File: config.mk
export PLATFORM = sky130hd
export DESIGN_NAME = mc_control
export DESIGN_NICKNAME = d
export VERILOG_FILES = /design/src/rtl/mips_pkg.sv /design/src/rtl/alu_decode.sv /design/src/rtl/mc_control.sv
export SDC_FILE = /design/constraint.sdc
export NUM_CORES = 1
export LEC_CHECK = 0
export BUFFER_PORTS_ARGS = -buffer_cell sky130_fd_sc_hd__buf_2
export CAP_MARGIN = 20
export CELL_PAD_IN_SITES_DETAIL_PLACEMENT = 1
export CELL_PAD_IN_SITES_GLOBAL_PLACEMENT = 1
export CORE_ASPECT_RATIO = 0.9
export CORE_MARGIN = 4
export CORE_UTILIZATION = 30
export DETAILED_ROUTE_END_ITERATION = 10
export GPL_TIMING_DRIVEN = 0
export PLACE_DENSITY = 0.9
export SETUP_SLACK_MARGIN = 0.15
export SLEW_MARGIN = 20
export SYNTH_ARGS = -nofsm -noshare
export SYNTH_HDL_FRONTEND = slang
export SYNTH_SLANG_ARGS = --single-unit
File: constraint.sdc
create_clock -name clk -period 2.7 [get_ports clk]
set_input_delay 0.135 -clock clk [delete_from_list [all_inputs] [get_ports clk]]
set_output_delay 0.135 -clock clk [all_outputs]
set_load 0.1 [all_outputs]
File: src/rtl/mips_pkg.sv
// Shared definitions for the multi-cycle MIPS control path: ALU codes,
// opcode/funct values, FSM state type and datapath mux encodings.
// Optional feature macro: MC_IMM_ALU_EN (immediate ALU ops addi/andi/ori/slti).
package mips_pkg;

  localparam logic [2:0] ALU_AND = 3'b000;
  localparam logic [2:0] ALU_OR  = 3'b001;
  localparam logic [2:0] ALU_ADD = 3'b010;
  localparam logic [2:0] ALU_SUB = 3'b110;
  localparam logic [2:0] ALU_SLT = 3'b111;

  localparam logic [5:0] OP_RTYPE = 6'd0;
  localparam logic [5:0] OP_J     = 6'd2;
  localparam logic [5:0] OP_BEQ   = 6'd4;
  localparam logic [5:0] OP_ADDI  = 6'd8;
  localparam logic [5:0] OP_SLTI  = 6'd10;
  localparam logic [5:0] OP_ANDI  = 6'd12;
  localparam logic [5:0] OP_ORI   = 6'd13;
  localparam logic [5:0] OP_LW    = 6'd35;
  localparam logic [5:0] OP_SW    = 6'd43;

  localparam logic [5:0] FN_ADD = 6'd32;
  localparam logic [5:0] FN_SUB = 6'd34;
  localparam logic [5:0] FN_AND = 6'd36;
  localparam logic [5:0] FN_OR  = 6'd37;
  localparam logic [5:0] FN_SLT = 6'd42;

  localparam logic [1:0] SRCB_RT     = 2'b00;
  localparam logic [1:0] SRCB_FOUR   = 2'b01;
  localparam logic [1:0] SRCB_IMM    = 2'b10;
  localparam logic [1:0] SRCB_BRANCH = 2'b11;

  localparam logic [1:0] PCSRC_ALU    = 2'b00;
  localparam logic [1:0] PCSRC_ALUOUT = 2'b01;
  localparam logic [1:0] PCSRC_JUMP   = 2'b10;

  typedef enum logic [3:0] {
    S_FETCH  = 4'd0,
    S_DECODE = 4'd1,
    S_MEMADR = 4'd2,
    S_MEMRD  = 4'd3,
    S_MEMWB  = 4'd4,
    S_MEMWR  = 4'd5,
    S_R_EX   = 4'd6,
    S_R_WB   = 4'd7,
    S_BEQ    = 4'd8,
`ifdef MC_IMM_ALU_EN
    S_JUMP   = 4'd9,
    S_I_EX   = 4'd10,
    S_I_WB   = 4'd11
`else
    S_JUMP   = 4'd9
`endif
  } state_t;

`ifdef MC_IMM_ALU_EN
  // True for the immediate-operand ALU opcodes.
  function automatic logic is_imm_alu(input logic [5:0] op);
    return (op == OP_ADDI) || (op == OP_ANDI) || (op == OP_ORI) || (op == OP_SLTI);
  endfunction

  // ALU code for an immediate-operand ALU opcode.
  function automatic logic [2:0] imm_alu_code(input logic [5:0] op);
    case (op)
      OP_ANDI: return ALU_AND;
      OP_ORI:  return ALU_OR;
      OP_SLTI: return ALU_SLT;
      default: return ALU_ADD;
    endcase
  endfunction
`endif

endpackage

File: src/rtl/alu_decode.sv
// R-type funct to ALU code decoder; valid flags a supported funct.
module alu_decode
  import mips_pkg::*;
(
  input  logic [5:0] funct,
  output logic [2:0] alu_signal,
  output logic       valid
);

  // Map funct to ALU operation and flag unsupported values.
  always_comb begin
    alu_signal = ALU_ADD;
    valid      = 1'b1;
    case (funct)
      FN_ADD:  alu_signal = ALU_ADD;
      FN_SUB:  alu_signal = ALU_SUB;
      FN_AND:  alu_signal = ALU_AND;
      FN_OR:   alu_signal = ALU_OR;
      FN_SLT:  alu_signal = ALU_SLT;
      default: valid      = 1'b0;
    endcase
  end

endmodule

File: src/rtl/mc_control.sv
// Multi-cycle MIPS main control FSM. Sequences fetch/decode/execute/memory/
// writeback and drives all datapath enables, mux selects and the ALU code.
// Optional feature macro: MC_IMM_ALU_EN adds addi/andi/ori/slti via I_EX/I_WB.
module mc_control
  import mips_pkg::*;
(
  input  logic       clk,
  input  logic       reset,
  input  logic [5:0] opcode,
  input  logic [5:0] funct,
  input  logic       zero,
  output logic       pc_en,
  output logic       iord,
  output logic       mem_read,
  output logic       mem_write,
  output logic       ir_write,
  output logic       reg_dst,
  output logic       mem_to_reg,
  output logic       reg_write,
  output logic       alu_src_a,
  output logic [1:0] alu_src_b,
  output logic [2:0] alu_signal,
  output logic [1:0] pc_source,
  output logic       instr_done,
  output logic       illegal
);

  state_t     state;
  logic [2:0] r_signal;
  logic       r_valid;
  logic       legal;
  logic       pc_write;
  logic       branch;

  alu_decode u_alu_decode (
    .funct      (funct),
    .alu_signal (r_signal),
    .valid      (r_valid)
  );

  // Opcode legality, shared by the DECODE transition and the illegal pulse.
  always_comb begin
    legal = 1'b0;
    case (opcode)
      OP_LW, OP_SW, OP_BEQ, OP_J: legal = 1'b1;
      OP_RTYPE:                   legal = r_valid;
      default: begin
`ifdef MC_IMM_ALU_EN
        legal = is_imm_alu(opcode);
`endif
      end
    endcase
  end

  // State register and transitions; stray encodings recover to FETCH.
  always_ff @(posedge clk or negedge reset) begin
    if (!reset) begin
      state <= S_FETCH;
    end else begin
      case (state)
        S_FETCH:  state <= S_DECODE;
        S_DECODE: begin
          if (!legal)                                state <= S_FETCH;
          else if (opcode == OP_LW || opcode == OP_SW) state <= S_MEMADR;
          else if (opcode == OP_RTYPE)               state <= S_R_EX;
          else if (opcode == OP_BEQ)                 state <= S_BEQ;
          else if (opcode == OP_J)                   state <= S_JUMP;
`ifdef MC_IMM_ALU_EN
          else                                       state <= S_I_EX;
`else
          else                                       state <= S_FETCH;
`endif
        end
        S_MEMADR: state <= (opcode == OP_LW) ? S_MEMRD : S_MEMWR;
        S_MEMRD:  state <= S_MEMWB;
        S_R_EX:   state <= S_R_WB;
`ifdef MC_IMM_ALU_EN
        S_I_EX:   state <= S_I_WB;
`endif
        default:  state <= S_FETCH;
      endcase
    end
  end

  // Moore output decode; outputs are forced low while reset is held so the
  // FETCH state it parks in cannot touch memory or the PC.
  always_comb begin
    pc_write   = 1'b0;
    branch     = 1'b0;
    iord       = 1'b0;
    mem_read   = 1'b0;
    mem_write  = 1'b0;
    ir_write   = 1'b0;
    reg_dst    = 1'b0;
    mem_to_reg = 1'b0;
    reg_write  = 1'b0;
    alu_src_a  = 1'b0;
    alu_src_b  = SRCB_RT;
    alu_signal = ALU_AND;
    pc_source  = PCSRC_ALU;
    instr_done = 1'b0;
    illegal    = 1'b0;
    if (reset) begin
      case (state)
        S_FETCH: begin
          mem_read   = 1'b1;
          ir_write   = 1'b1;
          alu_src_b  = SRCB_FOUR;
          alu_signal = ALU_ADD;
          pc_write   = 1'b1;
        end
        S_DECODE: begin
          alu_src_b  = SRCB_BRANCH;
          alu_signal = ALU_ADD;
          illegal    = !legal;
          instr_done = !legal;
        end
        S_MEMADR: begin
          alu_src_a  = 1'b1;
          alu_src_b  = SRCB_IMM;
          alu_signal = ALU_ADD;
        end
        S_MEMRD: begin
          mem_read = 1'b1;
          iord     = 1'b1;
        end
        S_MEMWB: begin
          reg_write  = 1'b1;
          mem_to_reg = 1'b1;
          instr_done = 1'b1;
        end
        S_MEMWR: begin
          mem_write  = 1'b1;
          iord       = 1'b1;
          instr_done = 1'b1;
        end
        S_R_EX: begin
          alu_src_a  = 1'b1;
          alu_src_b  = SRCB_RT;
          alu_signal = r_signal;
        end
        S_R_WB: begin
          reg_write  = 1'b1;
          reg_dst    = 1'b1;
          instr_done = 1'b1;
        end
        S_BEQ: begin
          alu_src_a  = 1'b1;
          alu_signal = ALU_SUB;
          branch     = 1'b1;
          pc_source  = PCSRC_ALUOUT;
          instr_done = 1'b1;
        end
        S_JUMP: begin
          pc_write   = 1'b1;
          pc_source  = PCSRC_JUMP;
          instr_done = 1'b1;
        end
`ifdef MC_IMM_ALU_EN
        S_I_EX: begin
          alu_src_a  = 1'b1;
          alu_src_b  = SRCB_IMM;
          alu_signal = imm_alu_code(opcode);
        end
        S_I_WB: begin
          reg_write  = 1'b1;
          instr_done = 1'b1;
        end
`endif
        default: ;
      endcase
    end
    pc_en = pc_write | (branch & zero);
  end

endmodule

==> metrics.csv <==
metric;value;unit
status;complete, no violations;
EDFF count, synth;0;
CTS H-tree lvls;1;
wire length on met3;80;um
FF+latch area;100.1;sq um
Yosys reg bits;4;
fin worst setup slack;0.3215;ns
placed insts;139;
Slew headroom;67.26;%
Final Non-Filler Cells;143;
yosys warns;0;
CP Data Arrival Time;2.24;ns
synthesized area;576.8;sq um
Port Buffers;32;
fin nets;136;
pwr dens;690.7;nW/um^2
drt first-iter violations;15;
Seq/Total Area, Yosys;17.35;%
Req. time, crit path;2.57;ns
Final Max Tran Viols;0;
vias in the first global route;773;
Syn Inst Count;83;
Initial Utilization;32.93;%
R2R Setup Slk;1.29;ns
clock sinks;4;
CTS tree;built;
Critical Path Slowest Stage Cell;or4b_1;
P_sw;0.3711;mW
Gate power share;74.1;%
Worst-Skew Late Latency;0.23;ns
largest register by flop count;state;
share of layout cells above drive strength 1;38.66;%
largest buffer count on any clock path;2;
Crit path top cell by count;buf_2;
setup violators final;0;
CP startpoint kind;input pin;
DRT antenna net count;0;
Place WS;0.6265;ns
met1 WL;918;um
DRC violations left;0;
WHS Endpoint;state[0];
RSZ-0062 raised after global routing;no;
DRT Pass-1 Iters;4;
min Tclk post-route;2.379;ns
total global-route track usage;15.96;%
sequential share of power;13.2;%
WL/cell;13.78;um
Filler cells;250;
Final Hold Fails;0;
reg2reg path depth;3;
crit end category;output pin;
max-cap viol count;0;
Root Buffer;clkbuf_4;
clock network power share;12.7;%
standard-cell row count;14;
largest registers;state (4);
slew of the pin with the lowest slew margin;0.4944;ns
WL final;1.971;mm
total gr overflow;0;
max FFs per register;4;
vias;752;
leakage;0.4026;nW
die area;2689;sq um
CTS Buf Count;3;
worst clock skew;0.002891;ns
Via density;5.259;
area grow syn2layout;43.38;%
GPL Wtd Cong;0.8606;
Die Height;49.60;um
Core Region;1752;sq um
Hold Path Class;input pin to flop;
global-route wire length before repair;3.339;mm
peak supply drop;317.7;uV
crit path cell chain;dlygate4sd3_1, buf_2, and2b_1, nand2_2, or4b_1, nor2_2, buf_2;
Main synth FF type;dfrtp_1;
Total Power;0.5712;mW
max incr delay on CP;0.54;ns
CTS clk-pin slew, worst paths;0.04;ns
internal power;0.2001;mW
launch point of the worst hold path;opcode[2];
FMAX;420.4;MHz
FF-to-FF Start;state[2];
antenna cell count;0;
critical path type;input pin to output pin;
ys async rst share;100.0;%
I/O Pins;33;
Reg2Reg Capture Point;state[3];
net count after synthesis;98;
die width;54.22;um
Tcrit/Tclk final;88.09;%
hold path depth;2;
Multi-input gate area;474.2;sq um
largest net degree at the start of global routing;11;
HPWL Detailed;1.676;mm
setup TNS;0;ns
switching part of the total;64.97;%
met2 WL;973;um
crit path max fanout;9;
Cell variety after synth;40;
Mean Syn Cell Area;6.949;sq um
Top Layer Used;met3;
initial antenna violation count;0;
## cell families after synthesis
logic type	share of synthesized area (%)
and+or+nand+nor	43.17
AOI/OAI and AO/OA	26.47
buffers and inverters	4.771
DFF	17.35
xor gates and xnor gates	3.037
muxes	3.471
adders and majority gates	1.735
## per-stage QoR
step	util, %	instance area (sq um)	hold WS (ns)
6_report	47.21	827.0	0.1894
5_1_grt	47.21	827.0	0.1940
4_1_cts	47.07	824.5	0.1827
3_5_place_dp	45.21	792.0	-0.02323
3_3_place_gp	45.21	792.0	-0.02457
2_1_floorplan	-	601.8	-0.1606
## synth_stat cells (all sizes together) (2+ instances only)
cell    instances  area share [%]
a21o            2             2.6
a21oi           6             5.2
a311oi          2             3.0
and3            3             3.3
buf             2             1.5
clkbuf          2             1.3
dfrtp           4              17
inv             3             2.0
mux2i           2             3.5
nand2           6             4.3
nand2b          4             4.3
nor2           16              10
nor3            4             4.3
o21ai           3             2.6
o31ai           2             2.6
or4b            2             4.1
## worst max-delay path by stage
stage | startpoint | endpoint | slack [ns] | cells after the start
2_1_floorplan | state[3] | pc_en | 0.09 | 3
3_3_place_gp | state[3] | alu_signal[2] | 0.69 | 5
3_5_place_dp | state[3] | alu_signal[2] | 0.63 | 5
4_1_cts | reset | alu_signal[2] | 0.22 | 7
5_1_grt | reset | alu_signal[2] | 0.24 | 7
6_report | reset | alu_signal[0] | 0.32 | 7
## worst max-delay path, delay by kind of cell
kind / cells / cell delay, ns
buffers and inverters: 3 / 1.15
AND/OR/NAND/NOR: 4 / 0.96
## power groups by stage
stage / combinational [mW] / sequential, mW / clock [mW]
floorplan: 0.347 / 0.0742 / 0
global placement: 0.417 / 0.0751 / 0
detailed placement: 0.421 / 0.0762 / 0
CTS: 0.424 / 0.0754 / 0.0756
global route: 0.451 / 0.0766 / 0.0796
finish: 0.423 / 0.0753 / 0.0727
## routing by layer
layer / vias to the layer above / global-route usage (%)
met3: 0 / 1.205
met2: 20 / 27.29
met1: 355 / 21.09
met4: 0 / 3.734
met5: - / 0
li1: 377 / -
## repair_timing
action,4_1_cts,5_1_grt
endpoints found under the setup margin,0,1
resized for setup,0,1
hold endpoints to repair,4,0
hold buffers,1,0
setup buffers,0,0
## layout make-up
cell class | instances | share of cell area [%]
plain buffers | 4 | 1.967
clock buffers | 3 | 2.723
multi-input cells | 72 | 57.34
repair buffers | 33 | 20.88
well taps | 24 | 3.631
inverters | 3 | 1.362
flip-flops and latches | 4 | 12.10
## layout by cell type (no fill, tap or decap), types with 3 or more instances in the layout
cell	instances
a21oi_1	6
and3_1	3
buf_2	32
clkbuf_4	4
dfrtp_1	4
inv_1	3
nand2_1	5
nand2b_1	4
nor2_1	15
nor3_2	3
o21ai_0	3
Power figures use the tool's default switching activity.
